### src/rtl/y86_defs.sv
// Y86-64 shared definitions: instruction, ALU, condition and status codes,
// plus the M/W pipeline register payloads used by the memory stage.
package y86_defs;

    localparam int unsigned WORD_W  = 64;
    localparam int unsigned REG_W   = 4;
    localparam int unsigned ICODE_W = 4;
    localparam int unsigned STAT_W  = 3;

    typedef enum logic [ICODE_W-1:0] {
        I_HALT   = 4'h0,
        I_NOP    = 4'h1,
        I_RRMOVQ = 4'h2,
        I_IRMOVQ = 4'h3,
        I_RMMOVQ = 4'h4,
        I_MRMOVQ = 4'h5,
        I_OPQ    = 4'h6,
        I_JXX    = 4'h7,
        I_CALL   = 4'h8,
        I_RET    = 4'h9,
        I_PUSHQ  = 4'hA,
        I_POPQ   = 4'hB
    } icode_e;

    typedef enum logic [3:0] {
        ALU_ADD = 4'h0,
        ALU_SUB = 4'h1,
        ALU_AND = 4'h2,
        ALU_XOR = 4'h3
    } alu_fn_e;

    typedef enum logic [3:0] {
        C_YES = 4'h0,
        C_LE  = 4'h1,
        C_L   = 4'h2,
        C_E   = 4'h3,
        C_NE  = 4'h4,
        C_GE  = 4'h5,
        C_G   = 4'h6
    } cond_e;

    typedef enum logic [STAT_W-1:0] {
        SAOK = 3'd1,
        SADR = 3'd2,
        SINS = 3'd3,
        SHLT = 3'd4
    } stat_e;

    localparam logic [REG_W-1:0] RNONE = 4'hF;

    typedef enum logic {
        DP_IDLE = 1'b0,
        DP_WAIT = 1'b1
    } dport_state_e;

    typedef struct packed {
        logic [STAT_W-1:0]  stat;
        logic [ICODE_W-1:0] icode;
        logic               cnd;
        logic [WORD_W-1:0]  val_e;
        logic [WORD_W-1:0]  val_a;
        logic [REG_W-1:0]   dst_e;
        logic [REG_W-1:0]   dst_m;
    } m_reg_t;

    typedef struct packed {
        logic [STAT_W-1:0]  stat;
        logic [ICODE_W-1:0] icode;
        logic [WORD_W-1:0]  val_e;
        logic [WORD_W-1:0]  val_m;
        logic [REG_W-1:0]   dst_e;
        logic [REG_W-1:0]   dst_m;
    } w_reg_t;

    localparam m_reg_t M_BUBBLE = '{
        stat: SAOK, icode: I_NOP, cnd: 1'b0,
        val_e: '0, val_a: '0, dst_e: RNONE, dst_m: RNONE
    };

    localparam w_reg_t W_BUBBLE = '{
        stat: SAOK, icode: I_NOP,
        val_e: '0, val_m: '0, dst_e: RNONE, dst_m: RNONE
    };

    function automatic logic is_mem_read(input logic [ICODE_W-1:0] icode);
        return (icode == I_MRMOVQ) || (icode == I_POPQ) || (icode == I_RET);
    endfunction

    function automatic logic is_mem_write(input logic [ICODE_W-1:0] icode);
        return (icode == I_RMMOVQ) || (icode == I_PUSHQ) || (icode == I_CALL);
    endfunction

    // POPQ and RET address through the stack pointer carried in valA.
    function automatic logic addr_from_val_a(input logic [ICODE_W-1:0] icode);
        return (icode == I_POPQ) || (icode == I_RET);
    endfunction

endpackage

### src/rtl/memory_access_dmem_port_fsm.sv
// Data-memory handshake: IDLE/WAIT sequencing, wait-cycle timeout and the
// request/stall strobes seen by the memory stage.
module dmem_port_fsm
    import y86_defs::*;
#(
    parameter int unsigned TIMEOUT = 255
) (
    input  logic clk_i,
    input  logic rst_n_i,
    input  logic access_i,
    input  logic ack_i,
    output logic req_c_o,
    output logic stall_c_o,
    output logic timeout_c_o
);

    localparam int unsigned       CNT_W    = $clog2(TIMEOUT + 1);
    localparam logic [CNT_W-1:0]  CNT_LAST = CNT_W'(TIMEOUT - 1);

    dport_state_e     state_q, state_d;
    logic [CNT_W-1:0] cnt_q, cnt_d;

    always_ff @(posedge clk_i or negedge rst_n_i) begin
        if (!rst_n_i) begin
            state_q <= DP_IDLE;
            cnt_q   <= '0;
        end else begin
            state_q <= state_d;
            cnt_q   <= cnt_d;
        end
    end

    // The IDLE cycle that raises an unacked request is the first wait cycle,
    // so WAIT aborts once TIMEOUT stalled cycles have elapsed in total.
    always_comb begin
        state_d     = state_q;
        cnt_d       = cnt_q;
        req_c_o     = 1'b0;
        timeout_c_o = 1'b0;
        unique case (state_q)
            DP_IDLE: begin
                if (access_i) begin
                    req_c_o = 1'b1;
                    if (!ack_i) begin
                        state_d = DP_WAIT;
                        cnt_d   = '0;
                    end
                end
            end
            DP_WAIT: begin
                if (cnt_q == CNT_LAST) begin
                    timeout_c_o = 1'b1;
                    state_d     = DP_IDLE;
                    cnt_d       = '0;
                end else begin
                    req_c_o = 1'b1;
                    cnt_d   = cnt_q + CNT_W'(1);
                    if (ack_i) begin
                        state_d = DP_IDLE;
                    end
                end
            end
            default: begin
                state_d = DP_IDLE;
                cnt_d   = '0;
            end
        endcase
    end

    assign stall_c_o = req_c_o && !ack_i;

endmodule

### src/rtl/memory_access.sv
// Y86-64 memory stage: M/W pipeline registers, address check, data-memory
// access through a req/ack port and the M-stage forwarding values.
module memory_access
    import y86_defs::*;
#(
    parameter int unsigned MEM_BYTES = 8192,
    parameter int unsigned TIMEOUT   = 255
) (
    input  logic        clk_i,
    input  logic        rst_n_i,
    input  logic [2:0]  e_stat_i,
    input  logic [3:0]  e_icode_i,
    input  logic        e_cnd_i,
    input  logic [63:0] e_valE_i,
    input  logic [63:0] e_valA_i,
    input  logic [3:0]  e_dstE_i,
    input  logic [3:0]  e_dstM_i,
    input  logic        M_bubble_i,
    output logic        dmem_req_o,
    output logic        dmem_we_o,
    output logic [63:0] dmem_addr_o,
    output logic [63:0] dmem_wdata_o,
    input  logic        dmem_ack_i,
    input  logic [63:0] dmem_rdata_i,
    output logic        m_stall_o,
    output logic [2:0]  m_stat_o,
    output logic [3:0]  M_icode_o,
    output logic        M_cnd_o,
    output logic [63:0] M_valA_o,
    output logic [63:0] M_valE_o,
    output logic [3:0]  M_dstE_o,
    output logic [3:0]  M_dstM_o,
    output logic [63:0] m_valM_o,
    output logic [2:0]  W_stat_o,
    output logic [3:0]  W_icode_o,
    output logic [63:0] W_valE_o,
    output logic [63:0] W_valM_o,
    output logic [3:0]  W_dstE_o,
    output logic [3:0]  W_dstM_o
);

    localparam logic [WORD_W-1:0] ADDR_MAX = WORD_W'(MEM_BYTES - 8);

    m_reg_t M_q, M_d;
    w_reg_t W_q, W_d;

    logic              mem_rd, mem_wr, mem_op;
    logic [WORD_W-1:0] mem_addr;
    logic              addr_ok;
    logic              access;
    logic              timeout;

    // M register freezes while the memory port is stalled.
    always_comb begin
        M_d = M_q;
        if (!m_stall_o) begin
            if (M_bubble_i) begin
                M_d = M_BUBBLE;
            end else begin
                M_d = '{stat: e_stat_i, icode: e_icode_i, cnd: e_cnd_i,
                        val_e: e_valE_i, val_a: e_valA_i,
                        dst_e: e_dstE_i, dst_m: e_dstM_i};
            end
        end
    end

    always_ff @(posedge clk_i or negedge rst_n_i) begin
        if (!rst_n_i) begin
            M_q <= M_BUBBLE;
            W_q <= W_BUBBLE;
        end else begin
            M_q <= M_d;
            W_q <= W_d;
        end
    end

    assign mem_rd   = is_mem_read(M_q.icode);
    assign mem_wr   = is_mem_write(M_q.icode);
    assign mem_op   = mem_rd || mem_wr;
    assign mem_addr = addr_from_val_a(M_q.icode) ? M_q.val_a : M_q.val_e;
    assign addr_ok  = (mem_addr <= ADDR_MAX);

    // A faulted instruction in W blocks younger accesses, so nothing past an
    // exception can modify memory.
    assign access = mem_op && (M_q.stat == SAOK) && (W_q.stat == SAOK) && addr_ok;

    dmem_port_fsm #(
        .TIMEOUT (TIMEOUT)
    ) u_port (
        .clk_i       (clk_i),
        .rst_n_i     (rst_n_i),
        .access_i    (access),
        .ack_i       (dmem_ack_i),
        .req_c_o     (dmem_req_o),
        .stall_c_o   (m_stall_o),
        .timeout_c_o (timeout)
    );

    assign dmem_we_o    = dmem_req_o && mem_wr;
    assign dmem_addr_o  = dmem_req_o ? mem_addr : '0;
    assign dmem_wdata_o = (dmem_req_o && mem_wr) ? M_q.val_a : '0;

    assign m_valM_o = (dmem_req_o && dmem_ack_i && mem_rd) ? dmem_rdata_i : '0;
    assign m_stat_o = (timeout || (mem_op && !addr_ok)) ? SADR : M_q.stat;

    always_comb begin
        W_d = W_BUBBLE;
        if (!m_stall_o) begin
            W_d = '{stat: m_stat_o, icode: M_q.icode, val_e: M_q.val_e,
                    val_m: m_valM_o, dst_e: M_q.dst_e, dst_m: M_q.dst_m};
        end
    end

    assign M_icode_o = M_q.icode;
    assign M_cnd_o   = M_q.cnd;
    assign M_valA_o  = M_q.val_a;
    assign M_valE_o  = M_q.val_e;
    assign M_dstE_o  = M_q.dst_e;
    assign M_dstM_o  = M_q.dst_m;

    assign W_stat_o  = W_q.stat;
    assign W_icode_o = W_q.icode;
    assign W_valE_o  = W_q.val_e;
    assign W_valM_o  = W_q.val_m;
    assign W_dstE_o  = W_q.dst_e;
    assign W_dstM_o  = W_q.dst_m;

endmodule

### config.mk
export PLATFORM = sky130hd
export DESIGN_NAME = memory_access
export DESIGN_NICKNAME = d
export VERILOG_FILES = /design/src/rtl/y86_defs.sv /design/src/rtl/memory_access_dmem_port_fsm.sv /design/src/rtl/memory_access.sv
export SDC_FILE = /design/constraint.sdc
export NUM_CORES = 1
export LEC_CHECK = 0
export ABC_AREA = 1
export CAP_MARGIN = 30
export CORE_AREA = 3 3 265 267
export CTS_BUF_LIST = sky130_fd_sc_hd__clkbuf_8 sky130_fd_sc_hd__clkbuf_16
export DETAILED_ROUTE_END_ITERATION = 6
export DIE_AREA = 0 0 268 270
export PLACE_DENSITY = 0.55
export SETUP_SLACK_MARGIN = 0.2
export SYNTH_ARGS = -nofsm -noshare
export SYNTH_HDL_FRONTEND = slang
export SYNTH_SLANG_ARGS = --single-unit
### constraint.sdc
create_clock -name clk_i -period 3.2 [get_ports clk_i]
set_input_delay 0.48 -clock clk_i [delete_from_list [all_inputs] [get_ports clk_i]]
set_output_delay 0.48 -clock clk_i [all_outputs]
set_load 0.01 [all_outputs]
* Word level (Yosys, flattened, before mapping)
Cells that the tools add are included.
Cells by class: order comparisons 1, bitwise gates (word level) 1, add/sub/neg operators 1, multiply operators 0, mux-type cells 20, reduce and logical (&&, ||, !) cells 18, div/mod/pow operators 0, shift-type cells 0, eq/ne operators 11
Operator list (count):
- $mux W64 | 4
- $mux W144 | 1
- $mux W143 | 1
- $le A64 B13 Y1 const B | 1
- $mux W8 | 3
- $eq A4 B4 Y1 const B | 4
- $pmux W8 S2 | 1
- $add A8 B1 Y8 const B | 1
- $eq A4 B3 Y1 const B | 2
- $eq A8 B8 Y1 const B | 1
- $logic_and A1 B1 Y1 | 8
- $logic_or A1 B1 Y1 | 7
- $mux W1 | 7
- $eq A3 B1 Y1 const B | 2
- $ne A2 B2 Y1 const B | 2
- $pmux W1 S2 | 2
- $mux W3 | 1
- $logic_not A1 Y1 | 2
- $reduce_and A2 Y1 | 1
- $not A1 Y1 | 1
Storage, ports and cells: output and inout bits 482, latch bits 0, memories 0, bits in registers 296, word-level logic and storage cells 67, bits in read-only memories 0, RAM bits 0, input bits 212

* Logic depth before layout (Yosys ltp)
Gate-level depths: netlist (run 1).
word-level depth 13, gate-level depth with buffers 19, mapped depth without buffers 14

* Modules after synthesis
A second synthesis (run 1) with hierarchy kept.
Unflattened totals: cell total of the unflattened synthesis 1665, area, all modules 13696.9 µm²
By module, submodules not included:
- memory_access | sequential area each 7206.9 µm², instances 1, cells an instance 1599, area an instance 13180.1 µm²
- dmem_port_fsm | sequential area each 225.2 µm², instances 1, cells an instance 66, area an instance 516.7 µm²

* Least setup slack after synthesis (run 1)
No wires, ideal clock.
path kind register to output, start reg M_q (netlist bit M_icode_o[0]), end out dmem_wdata_o[54], data required time 2.720 ns, cell stages (with the launch flop) 18, buffers on the path 5, arrival 2.342 ns, path slack 0.378 ns, cell sequence dfstp_2 -> clkbuf_1 -> nand3_2 -> buf_4 -> buf_2 -> nand2_1 -> nand2_1 -> nor2_1 -> nand2_1 -> nor2_1 -> nand3_1 -> nor2_1 -> nand3_1 -> nand2_2 -> nand3_1 -> buf_2 -> buf_2 -> nor2_1
Between the ends: word-level cells in the longest chain between the ends 11, elaborated cells on any way between the ends 21, those cells by class order compare (1); eq/ne (6); mux (4); reduce/logical (10)
RTL lines:
- start: declaration | line memory_access.sv:44 | m_reg_t M_q, M_d;
- start signal: assignment | line memory_access.sv:72 | M_q <= M_d;
- branches (longest 9 deep; another with $le A64 B13 Y1)
- $logic_and A1 B1 Y1 * | line memory_access.sv:101 | assign dmem_wdata_o = (dmem_req_o && mem_wr) ? M_q.val_a : '0;
- $mux W64 * | line memory_access.sv:101
- end: declaration | line memory_access.sv:22 | output logic [63:0] dmem_wdata_o,
Every way passes the cells marked *.

* Worst setup path after layout (run 1)
start reg M_q (netlist bit M_icode_o[0]), end out m_valM_o[25]
Between the ends: word-level cells in the longest chain between the ends 12, elaborated cells on any way between the ends 22, those cells by class order compare (1); eq/ne (6); mux (4); reduce/logical (11)
RTL lines:
- branches (longest 10 deep; another with $le A64 B13 Y1)
- $logic_and A1 B1 Y1 * | line memory_access.sv:103 | assign m_valM_o = (dmem_req_o && dmem_ack_i && mem_rd) ? dmem_rdata_i : '0;
- $mux W64 * | line memory_access.sv:103
- end: declaration | line memory_access.sv:33 | output logic [63:0] m_valM_o,
Marked as above.

==> metrics.cfg, run 1 <==
[route]
drtIter0Drc = 1320
vias_per_cell = 4.54
routedWlPerCell_um = 23.2
routed_wl_um = 92600
drc = 0
postRouteAntennaNets = 0
num_vias = 18200
dr.pass1.iters = 5

[sta]
final-max-slew-violation-count = 0
setup_viol = 392
finalCritPeriodShare = 1.24
final_hold_viol_count = 0
tightestPinTransition_ps = 1000
slew_headroom = 0.331
min_period_ps = 3980
skew_ps = 19.9
rsz0062_at_grt = yes
fmax_mhz = 251
setup_slack_ps = -783

[die]
ioPinCount = 694
die_h_um = 270
start_util = 0.237
row_count = 96
dieArea_um2 = 72400
core-area_um2 = 68300
die_w_um = 268

[outcome]
status = finished, violations left
violations = negative setup slack

[synthesis]
syn_inst = 2231
ys_types = 30
synth_edf_count = 0
ys_ff_latch = 296
yosysSeqAreaShare = 0.458
syn_avg_cell_area_um2 = 7.27
synth_ff_type = dfrtp_1
yosysTopAreaCellShare = 0.426
syn_area_um2 = 16200
syn-num-nets = 2445
ys_warn_count = 0
async_flop_share = 1.00
ys_top_cells_by_area = dfrtp_1 43%, nor2_1 12%, inv_1 8.4%, nand2_1 7.4%, buf_4 7.2%
yosysTopAreaCell = dfrtp_1

[clock_network]
cts_sinks = 296
cts_tree = done
clk_latency_ps = 560
cts.reportedPaths.clkPinSlew_ps = 60
cts_inserted_buffers = 40
clk_root_buffer_cell = clkbuf_16
htreeDepth = 2
clock_path_buffers = 3

[global_route]
gr-total-overflow = 0
grt_pass1_wl_um = 125000
grt_max_degree = 147
track_usage = 0.234
antenna_found_initial = 6
grt_pass1_vias = 17500

[final_layout]
layout.nets = 3301
drive_gt1_frac = 0.274
final_cell_mix = 493 x clkdlybuf4s50_1, 412 x nor2_1, 368 x inv_1, 328 x buf_4, 295 x nand2_1
final_common_cell = clkdlybuf4s50_1
area.growth.synth_to_final_pct = 76.0
fin_area_um2 = 28500

[setup_path]
cp-end-kind = output port
cp.required_ps = 2720
worst_setup_path_start_kind = flop
critical_path_class = reg2out
cp_max_fo = 10
crit_arrival_ps = 3500

[power_and_ir_drop]
p_leak_uw = 0.0148
p_per_area_nw_per_um2 = 371
ir_worst_vdd_v = 0.000362
total_power_uw = 10600

[placement]
portBuffers = 693
finalWeightedCongestion = 0.865
dpl_cell_area_um2 = 25200
post-dp-hpwl_um = 64600

[hold_path]
min_path_type = in2reg

[flow_run]
cap_violations = 0

[cells in the mapped netlist (10+ instances only)]
| cell | instances |
|---|---|
| o21ai_0 | 23 |
| nand4_1 | 155 |
| nor2_1 | 514 |
| or2_2 | 10 |
| clkbuf_1 | 62 |
| dfrtp_1 | 276 |
| dfstp_2 | 20 |
| buf_2 | 65 |
| nand3_1 | 206 |
| nand2_1 | 318 |
| buf_4 | 156 |
| o21ai_1 | 25 |
| inv_1 | 364 |
[cell families after synthesis]
group	after synthesis	share of synthesized area
and+or+nand+nor	1210	0.324
buffers and inverters	660	0.195
DFF	296	0.458
AOI/OAI and AO/OA	62	0.0209
adders and majority gates	2	0.00154
xor gates and xnor gates	1	0.000540
[registers in the layout, indices dropped and copies added, names as in the netlist, 8 cells and up]
name          flops
M_valA_o         64
W_valE_o         64
u_port.cnt_q      8
M_valE_o         64
W_valM_o         64
[what timing repair did]
action,4_1_cts,5_1_grt
gates cloned,5,23
pin swaps,16,74
gates resized for setup,354,563
endpoints found under the hold margin,60,0
hold buffers,1,0
setup endpoints to repair,489,468
setup buffers,14,54
[worst paths after layout]
path                       slack [ps]             start           end  depth (start not counted)
setup / recovery                 -780      M_icode_o[0]  m_valM_o[25]                         17
hold / removal                    460  dmem_rdata_i[33]  W_valM_o[33]                          3
setup reg to reg                 -290      M_icode_o[0]  M_valE_o[26]                         21
hold reg to reg                   460       M_dstM_o[3]   W_dstM_o[3]                          2
max in group asynchronous        1750           rst_n_i  W_valE_o[29]                          3
min in group asynchronous         530           rst_n_i       M_cnd_o                          2
[layout make-up]
cell class	count	area (um^2)
Antenna cell	4	10.0
Clock buffer	45	1080
Clock inverter	23	220
Fill cell	6947	39800
Inverter	366	1390
Multi-Input combinational cell	1275	6590
Sequential cell	296	7430
Tap cell	882	1100
Timing Repair Buffer	1108	10700
[power by group]
group / total [uW] / leakage [uW] / switching, uW / internal, uW
combinational: 2010 / 0.0104 / 1020 / 990
clock: 4570 / 0.000673 / 1840 / 2730
sequential: 3990 / 0.00380 / 94.6 / 3900
[per-layer routing]
metal,GRT usage,wire [um],vias up
li1,-,-,8451
met1,0.295,38000,8833
met2,0.402,45100,744
met3,0.0509,6920,130
met4,0.0626,2620,2
met5,0,13,-
[stage by stage]
step                      hold WS [ps]  setup TNS (ps)  setup slack, ps  cells  utilization
final                              459         -163740             -783   3999        0.418
after global routing               449         -226480             -931   3999        0.418
after CTS                          408         -204050             -857   3918        0.390
after detailed placement           451         -266630            -1020   3830        0.368
after global placement             451         -263860             -975   3829        0.368
after floorplan                    184               0              378   2231            -
[critical path, cell delays in order (launching register included)]
cell and delay [ps]:
dfstp_2 550, nand3_4 80, buf_12 160, buf_12 160
buf_8 130, o21ai_4 150, nand2_1 80, nor2_2 140
nand4_1 190, nor2_4 180, nand3_4 100, nand2_8 90
nand3b_1 100, buf_6 150, bufbuf_16 290, buf_4 150
nor2_1 80, buf_2 130
Note: power is estimated with default switching activity, not from simulation.
==> run 2, diff against run 1 <==
--- a/config.mk
+++ b/config.mk
@@ -11,8 +11,9 @@
 export CTS_BUF_LIST = sky130_fd_sc_hd__clkbuf_8 sky130_fd_sc_hd__clkbuf_16
 export DETAILED_ROUTE_END_ITERATION = 6
 export DIE_AREA = 0 0 268 270
-export PLACE_DENSITY = 0.55
+export PLACE_DENSITY_LB_ADDON = 0.15
 export SETUP_SLACK_MARGIN = 0.2
+export SLEW_MARGIN = 10
 export SYNTH_ARGS = -nofsm -noshare
 export SYNTH_HDL_FRONTEND = slang
 export SYNTH_SLANG_ARGS = --single-unit
==> constraint.sdc (replaced) <==
create_clock -name clk_i -period 4.45 [get_ports clk_i]
set_input_delay 0.6675 -clock clk_i [delete_from_list [all_inputs] [get_ports clk_i]]
set_output_delay 0.6675 -clock clk_i [all_outputs]
set_load 0.01 [all_outputs]
==> run 2 against run 1 <==
The flow still finishes with violations (negative setup slack). Final area fell by 7.3%. Sequential share of layout area rose by 2.0 points. Critical path depth is 5 higher. First-iteration DRC count is 7.2% lower. Setup slack better by 770 ps. Sequential power is 27% lower. Core utilization down 3.0 points. Non-clock buffer count down 262. Cell count decreased by 6.3%. Critical endpoint is now dmem_wdata_o[6]. Largest cell class unchanged.
==> metrics.cfg, run 2 (synthesis results as in run 1) <==
[sta]
fmax_mhz = 224
rsz0062_at_grt = yes
min_period_ps = 4460
setup_slack_ps = -13.8  ; +769 ps
skew_ps = 26.1  ; +6.28 ps
setup_viol = 1  ; -99.7%
final_hold_viol_count = 0  ; unchanged
finalCritPeriodShare = 1.00
final-max-slew-violation-count = 0  ; unchanged
slew_headroom = 0.322  ; -0.00865
tightestPinTransition_ps = 1020  ; +13.0 ps
setup_tns_ps = -13.8  ; +163,730 ps

[outcome]
status = finished, violations left
violations = negative setup slack

[clock_network]
clk_root_buffer_cell = clkbuf_16
cts.reportedPaths.clkPinSlew_ps = 60  ; about the same
cts_tree = done
clk_latency_ps = 560  ; about the same
htreeDepth = 2  ; unchanged
clock_path_buffers = 3  ; unchanged
cts_sinks = 296  ; unchanged
cts_hold_buf = 0  ; -1
cts_inserted_buffers = 40  ; unchanged

[route]
drtIter0Drc = 1225  ; -7.2%
wl_met2_um = 43500  ; -3.6%
postRouteAntennaNets = 0  ; unchanged
routed_wl_um = 88600  ; -4.4%
dr.pass1.iters = 5  ; unchanged
vias_per_cell = 4.63  ; +2.0%
routedWlPerCell_um = 23.6  ; +2.1%
num_vias = 17400  ; -4.4%
maxUsedRoutingLayer = met4
wl_met1_um = 34900  ; -8.0%
dr_wl_met3_um = 7650  ; +11%
drc = 0  ; unchanged

[global_route]
grt_max_degree = 146  ; -0.68%
antenna_found_initial = 11  ; +5
gr-total-overflow = 0  ; unchanged
grt_pass1_vias = 16900  ; -3.3%
track_usage = 0.220  ; -0.0137
grt_pass1_wl_um = 118000  ; -5.1%

[setup_path]
path_cells = nand3_4, buf_12, buf_12, buf_12, nand2_1, nand2_1, nor2_1, nand2_1, nor2_2, nand3_2, nor2_2, nand3_2, nand2_8, nand3_4, buf_12, buf_4, buf_12, buf_12, buf_6, buf_6, nor2_4, buf_6
cp-end-kind = output port
worst_setup_path_start_kind = flop
crit_top_cell = buf_12
r2r_start = M_icode_o[0]
critical_path_class = reg2out
slowest_delay_ps = 590  ; +40 ps
cp_max_fo = 12  ; +2
cp.required_ps = 3780  ; +1060 ps
crit_path_start = M_icode_o[0]
crit_arrival_ps = 3800  ; +300 ps
cpMaxStageDelayCell = dfstp_2

[die]
core-area_um2 = 68300  ; unchanged
row_count = 96  ; unchanged
dieArea_um2 = 72400  ; unchanged
die_w_um = 268  ; unchanged
start_util = 0.237  ; unchanged
die_h_um = 270  ; unchanged
ioPinCount = 694  ; unchanged

[power_and_ir_drop]
pwr-share-clk = 0.441  ; +0.008
intPower_uw = 5260  ; -31%
power.switching_uw = 2070  ; -30%
p_per_area_nw_per_um2 = 277  ; -25%
swShare = 0.283  ; +0.00367
seqPwrFrac = 0.397  ; +0.019
ir_worst_vdd_v = 0.000250  ; -31%
p_leak_uw = 0.0148  ; about the same
power.share.combinational = 0.162  ; -0.028

[placement]
dp.cells = 3563  ; -7.0%
post-dp-hpwl_um = 58800  ; -9.0%
portBuffers = 693  ; unchanged
finalWeightedCongestion = 0.864  ; about the same

[final_layout]
final_cells = 3747  ; -6.3%
layout.nets = 3041  ; -7.9%
regArea_um2 = 7430  ; unchanged
final_common_cell = clkdlybuf4s50_1
drive_gt1_frac = 0.169  ; -0.105
area.growth.synth_to_final_pct = 63.2
final_cell_mix = 493 x clkdlybuf4s50_1, 445 x nor2_1, 372 x inv_1, 293 x nand2_1, 275 x dfrtp_1
multi_input_area_um2 = 6290  ; -4.5%
fillers = 7101  ; +2.2%

[flow_run]
cap_violations = 0  ; unchanged

[hold_path]
min_path_type = in2async

## run 2: stage by stage
stage / setup slack (ps) / hold WS [ps] / cell area, um^2 / power (uW) / utilization
after CTS: -45.7 / 180 / 24600 / 7350 / 0.360
after detailed placement: 29.7 / 453 / 23100 / 4040 / 0.338
after floorplan: 1440 / 372 / 16200 / 3400 / -
after global placement: -58.8 / 455 / 23100 / 4040 / 0.337
after global routing: -165 / 161 / 26500 / 7630 / 0.387
final: -13.8 / 130 / 26500 / 7330 / 0.387
## run 2: area by class of cell
cell class	count	area share
Timing Repair Buffer	846	0.337
Sequential cell	296	0.281
Multi-Input combinational cell	1277	0.238
Inverter	366	0.0521
Clock buffer	52	0.0441
Tap cell	882	0.0417
Clock inverter	21	0.00539
Antenna cell	7	0.000662
## run 2: critical path, delay by kind of cell, from the launching register on
| kind | cells | cell delay, ps |
|---|---|---|
| buf+inv | 10 | 1380 |
| flops | 1 | 590 |
| simple gates | 12 | 1240 |
## run 2: power groups by stage
stage / logic, uW / registers, uW / clock network, uW
finish: 1190 / 2910 / 3230
global route: 1280 / 2920 / 3430
CTS: 1120 / 2910 / 3320
detailed placement: 1090 / 2950 / 0
global placement: 1090 / 2950 / 0
floorplan: 471 / 2930 / 0
## run 2: repair_timing
item                                    4_1_cts  5_1_grt
gates resized for setup                     161      567
buffers inserted                             18       62
pin swaps                                    10       35
cloned                                        2       22
endpoints found under the setup margin      198      194
## run 2: worst paths after layout
| path | slack [ps] | endpoint | cells past startpoint |
|---|---|---|---|
| worst max-delay path | -10 | dmem_wdata_o[6] | 22 |
| worst min-delay path | 130 | W_valM_o[62] | 1 |
| worst max register to register | 760 | M_valE_o[62] | 17 |
| worst min register to register | 460 | W_dstM_o[3] | 2 |
| max in group asynchronous | 3220 | M_dstM_o[1] | 2 |
| min in group clk_i | 460 | W_dstM_o[3] | 2 |
## run 2: routing by layer
| metal | GRT usage | up-vias |
|---|---|---|
| met4 | 0.0693 | 0 |
| met2 | 0.383 | 817 |
| met1 | 0.265 | 8498 |
| met5 | 0 | - |
| li1 | - | 7920 |
| met3 | 0.0562 | 117 |
==> run 3, diff against run 2 <==
--- a/config.mk
+++ b/config.mk
@@ -13,6 +13,7 @@
 export DIE_AREA = 0 0 268 270
 export PLACE_DENSITY_LB_ADDON = 0.15
 export SETUP_SLACK_MARGIN = 0.2
+export SKIP_CTS_REPAIR_TIMING = 1
 export SLEW_MARGIN = 10
 export SYNTH_ARGS = -nofsm -noshare
 export SYNTH_HDL_FRONTEND = slang
==> run 3 against run 2 <==
The flow still finishes with violations (negative setup slack). Setup slack worse by 70 ps. Non-clock buffer count is 73 lower. Total power is 1.3% lower. Clock-buffer cell count stayed put. Clock power hardly changed. Die area stayed put. Global-route usage is 0.24 points lower. Critical path depth is 6 lower. Sequential power hardly changed. Routed wire length is 5.1% lower. Core utilization is 2.5 points lower. Critical path type unchanged. Largest power group unchanged.
==> metrics.cfg, run 3 (synthesis results as in run 1) <==
[die]
start_util = 0.237  ; unchanged
die_w_um = 268  ; unchanged
core-area_um2 = 68300  ; unchanged
row_count = 96  ; unchanged
dieArea_um2 = 72400  ; unchanged
die_h_um = 270  ; unchanged
ioPinCount = 694  ; unchanged

[global_route]
grt_pass1_wl_um = 117000  ; -0.96%
grt_pass1_vias = 16800  ; -0.64%
antenna_found_initial = 11  ; unchanged
track_usage = 0.218  ; -0.00242
gr-total-overflow = 0  ; unchanged
grt_max_degree = 146  ; unchanged

[clock_network]
cts_inserted_buffers = 40  ; unchanged
cts_sinks = 296  ; unchanged
clk_latency_ps = 550  ; about the same
clk_root_buffer_cell = clkbuf_16
cts.reportedPaths.clkPinSlew_ps = 60  ; about the same
htreeDepth = 2  ; unchanged
cts_tree = done
clock_path_buffers = 3  ; unchanged

[route]
routedWlPerCell_um = 22.9  ; -3.2%
num_vias = 16800  ; -3.4%
vias_per_cell = 4.56  ; -1.4%
routed_wl_um = 84100  ; -5.1%
drc = 0  ; unchanged
dr.pass1.iters = 5  ; unchanged
postRouteAntennaNets = 0  ; unchanged
drtIter0Drc = 1181  ; -3.6%

[hold_path]
min_path_type = in2async

[sta]
final-max-slew-violation-count = 0  ; unchanged
finalCritPeriodShare = 1.02  ; +0.0157
setup_slack_ps = -83.8  ; -69.9 ps
rsz0062_at_grt = yes
final_hold_viol_count = 0  ; unchanged
whs_ps = 132  ; +2.42 ps
skew_ps = 23.3  ; -2.87 ps
fmax_mhz = 221  ; -1.5%
min_period_ps = 4530  ; +69.9 ps
slew_headroom = 0.334  ; +0.0118
setup_viol = 9  ; +8
tightestPinTransition_ps = 999  ; -17.7 ps

[setup_path]
crit_arrival_ps = 3870  ; +70 ps
slowest_delay_ps = 550  ; -40 ps
path_cells = nand3_4, buf_4, buf_4, buf_12, nand2_1, nand2_1, nand2_1, nor2_1, nand4_1, nor2_1, nand3_2, nand2_8, nand3_4, clkbuf_16, nor2_1, clkdlybuf4s50_1
worst_setup_path_start_kind = flop
cpMaxStageDelayCell = clkdlybuf4s50_1
cp-end-kind = output port
cp.required_ps = 3780  ; about the same
critical_path_class = reg2out
cp_max_fo = 32  ; +20

[final_layout]
fillers = 7253  ; +2.1%
fin_util = 0.362  ; -0.0248
drive_gt1_frac = 0.110  ; -0.0591
multi_input_area_um2 = 5800  ; -7.8%
final_common_cell = clkdlybuf4s50_1
regArea_um2 = 7430  ; unchanged
final_cell_mix = 511 x clkdlybuf4s50_1, 503 x nor2_1, 373 x inv_1, 311 x nand2_1, 275 x dfrtp_1
layout.nets = 2967  ; -2.4%
area.growth.synth_to_final_pct = 52.7
fin_area_um2 = 24800  ; -6.4%

[power_and_ir_drop]
total_power_uw = 7240  ; -1.3%
ir_worst_vdd_v = 0.000250  ; about the same
p_per_area_nw_per_um2 = 292  ; +5.5%
p_leak_uw = 0.0141  ; -4.8%

[outcome]
violations = negative setup slack
status = finished, violations left

[placement]
finalWeightedCongestion = 0.864  ; unchanged
post-dp-hpwl_um = 58800  ; unchanged
portBuffers = 693  ; unchanged
dpl_cell_area_um2 = 23100  ; unchanged

[flow_run]
cap_violations = 0  ; unchanged

-- run 3: final cells by class --
| cell class | instances | area share |
|---|---|---|
| clock inverter | 21 | 0.00576 |
| sequential | 296 | 0.300 |
| inverter | 366 | 0.0557 |
| tap | 882 | 0.0446 |
| multi-input combinational | 1276 | 0.234 |
| clock buffer | 52 | 0.0471 |
| timing repair buffer | 773 | 0.312 |
| antenna | 7 | 0.000707 |
-- run 3: where the power goes --
group	total (uW)	switching [uW]	internal, uW
combinational	1110	598	517
sequential	2910	102	2800
clock	3220	1320	1900
total	7240	2020	5220
-- run 3: critical path: cells and delay by family, from the launching register on --
kind                   cells  cell delay [ps]
flip-flops                 1              450
AND/OR/NAND/NOR           11             1560
buffers and inverters      5             1300
-- run 3: metal layers --
layer	routed length, um	global-route usage	part of all wire	up-vias
li1	-	-	-	7780
met1	33400	0.261	0.40	8140
met2	41200	0.376	0.49	733
met3	6910	0.0578	0.082	114
met4	2560	0.0746	0.030	0
met5	0	0	0	-
-- run 3: worst paths after layout --
kind                              start               end  slack (ps)  cells past startpoint
max                        M_icode_o[3]  dmem_wdata_o[36]         -80                     16
min reg2reg                 M_dstM_o[3]       W_dstM_o[3]         460                      2
min in group clk_i          M_dstM_o[3]       W_dstM_o[3]         460                      2
max reg2reg                M_icode_o[3]       W_stat_o[0]         690                     15
max in group asynchronous       rst_n_i       W_dstM_o[1]        3220                      2
min                             rst_n_i      W_valM_o[62]         130                      1
-- run 3: per-stage QoR --
step | setup WS (ps) | TNS [ps] | std cells
5_1_grt | -227 | -6040 | 3673
6_report | -83.8 | -156 | 3673
2_1_floorplan | 1440 | 0 | 2231
3_3_place_gp | -58.8 | -58.8 | 3562
3_5_place_dp | 29.7 | 0 | 3563
4_1_cts | -575 | -80140 | 3636
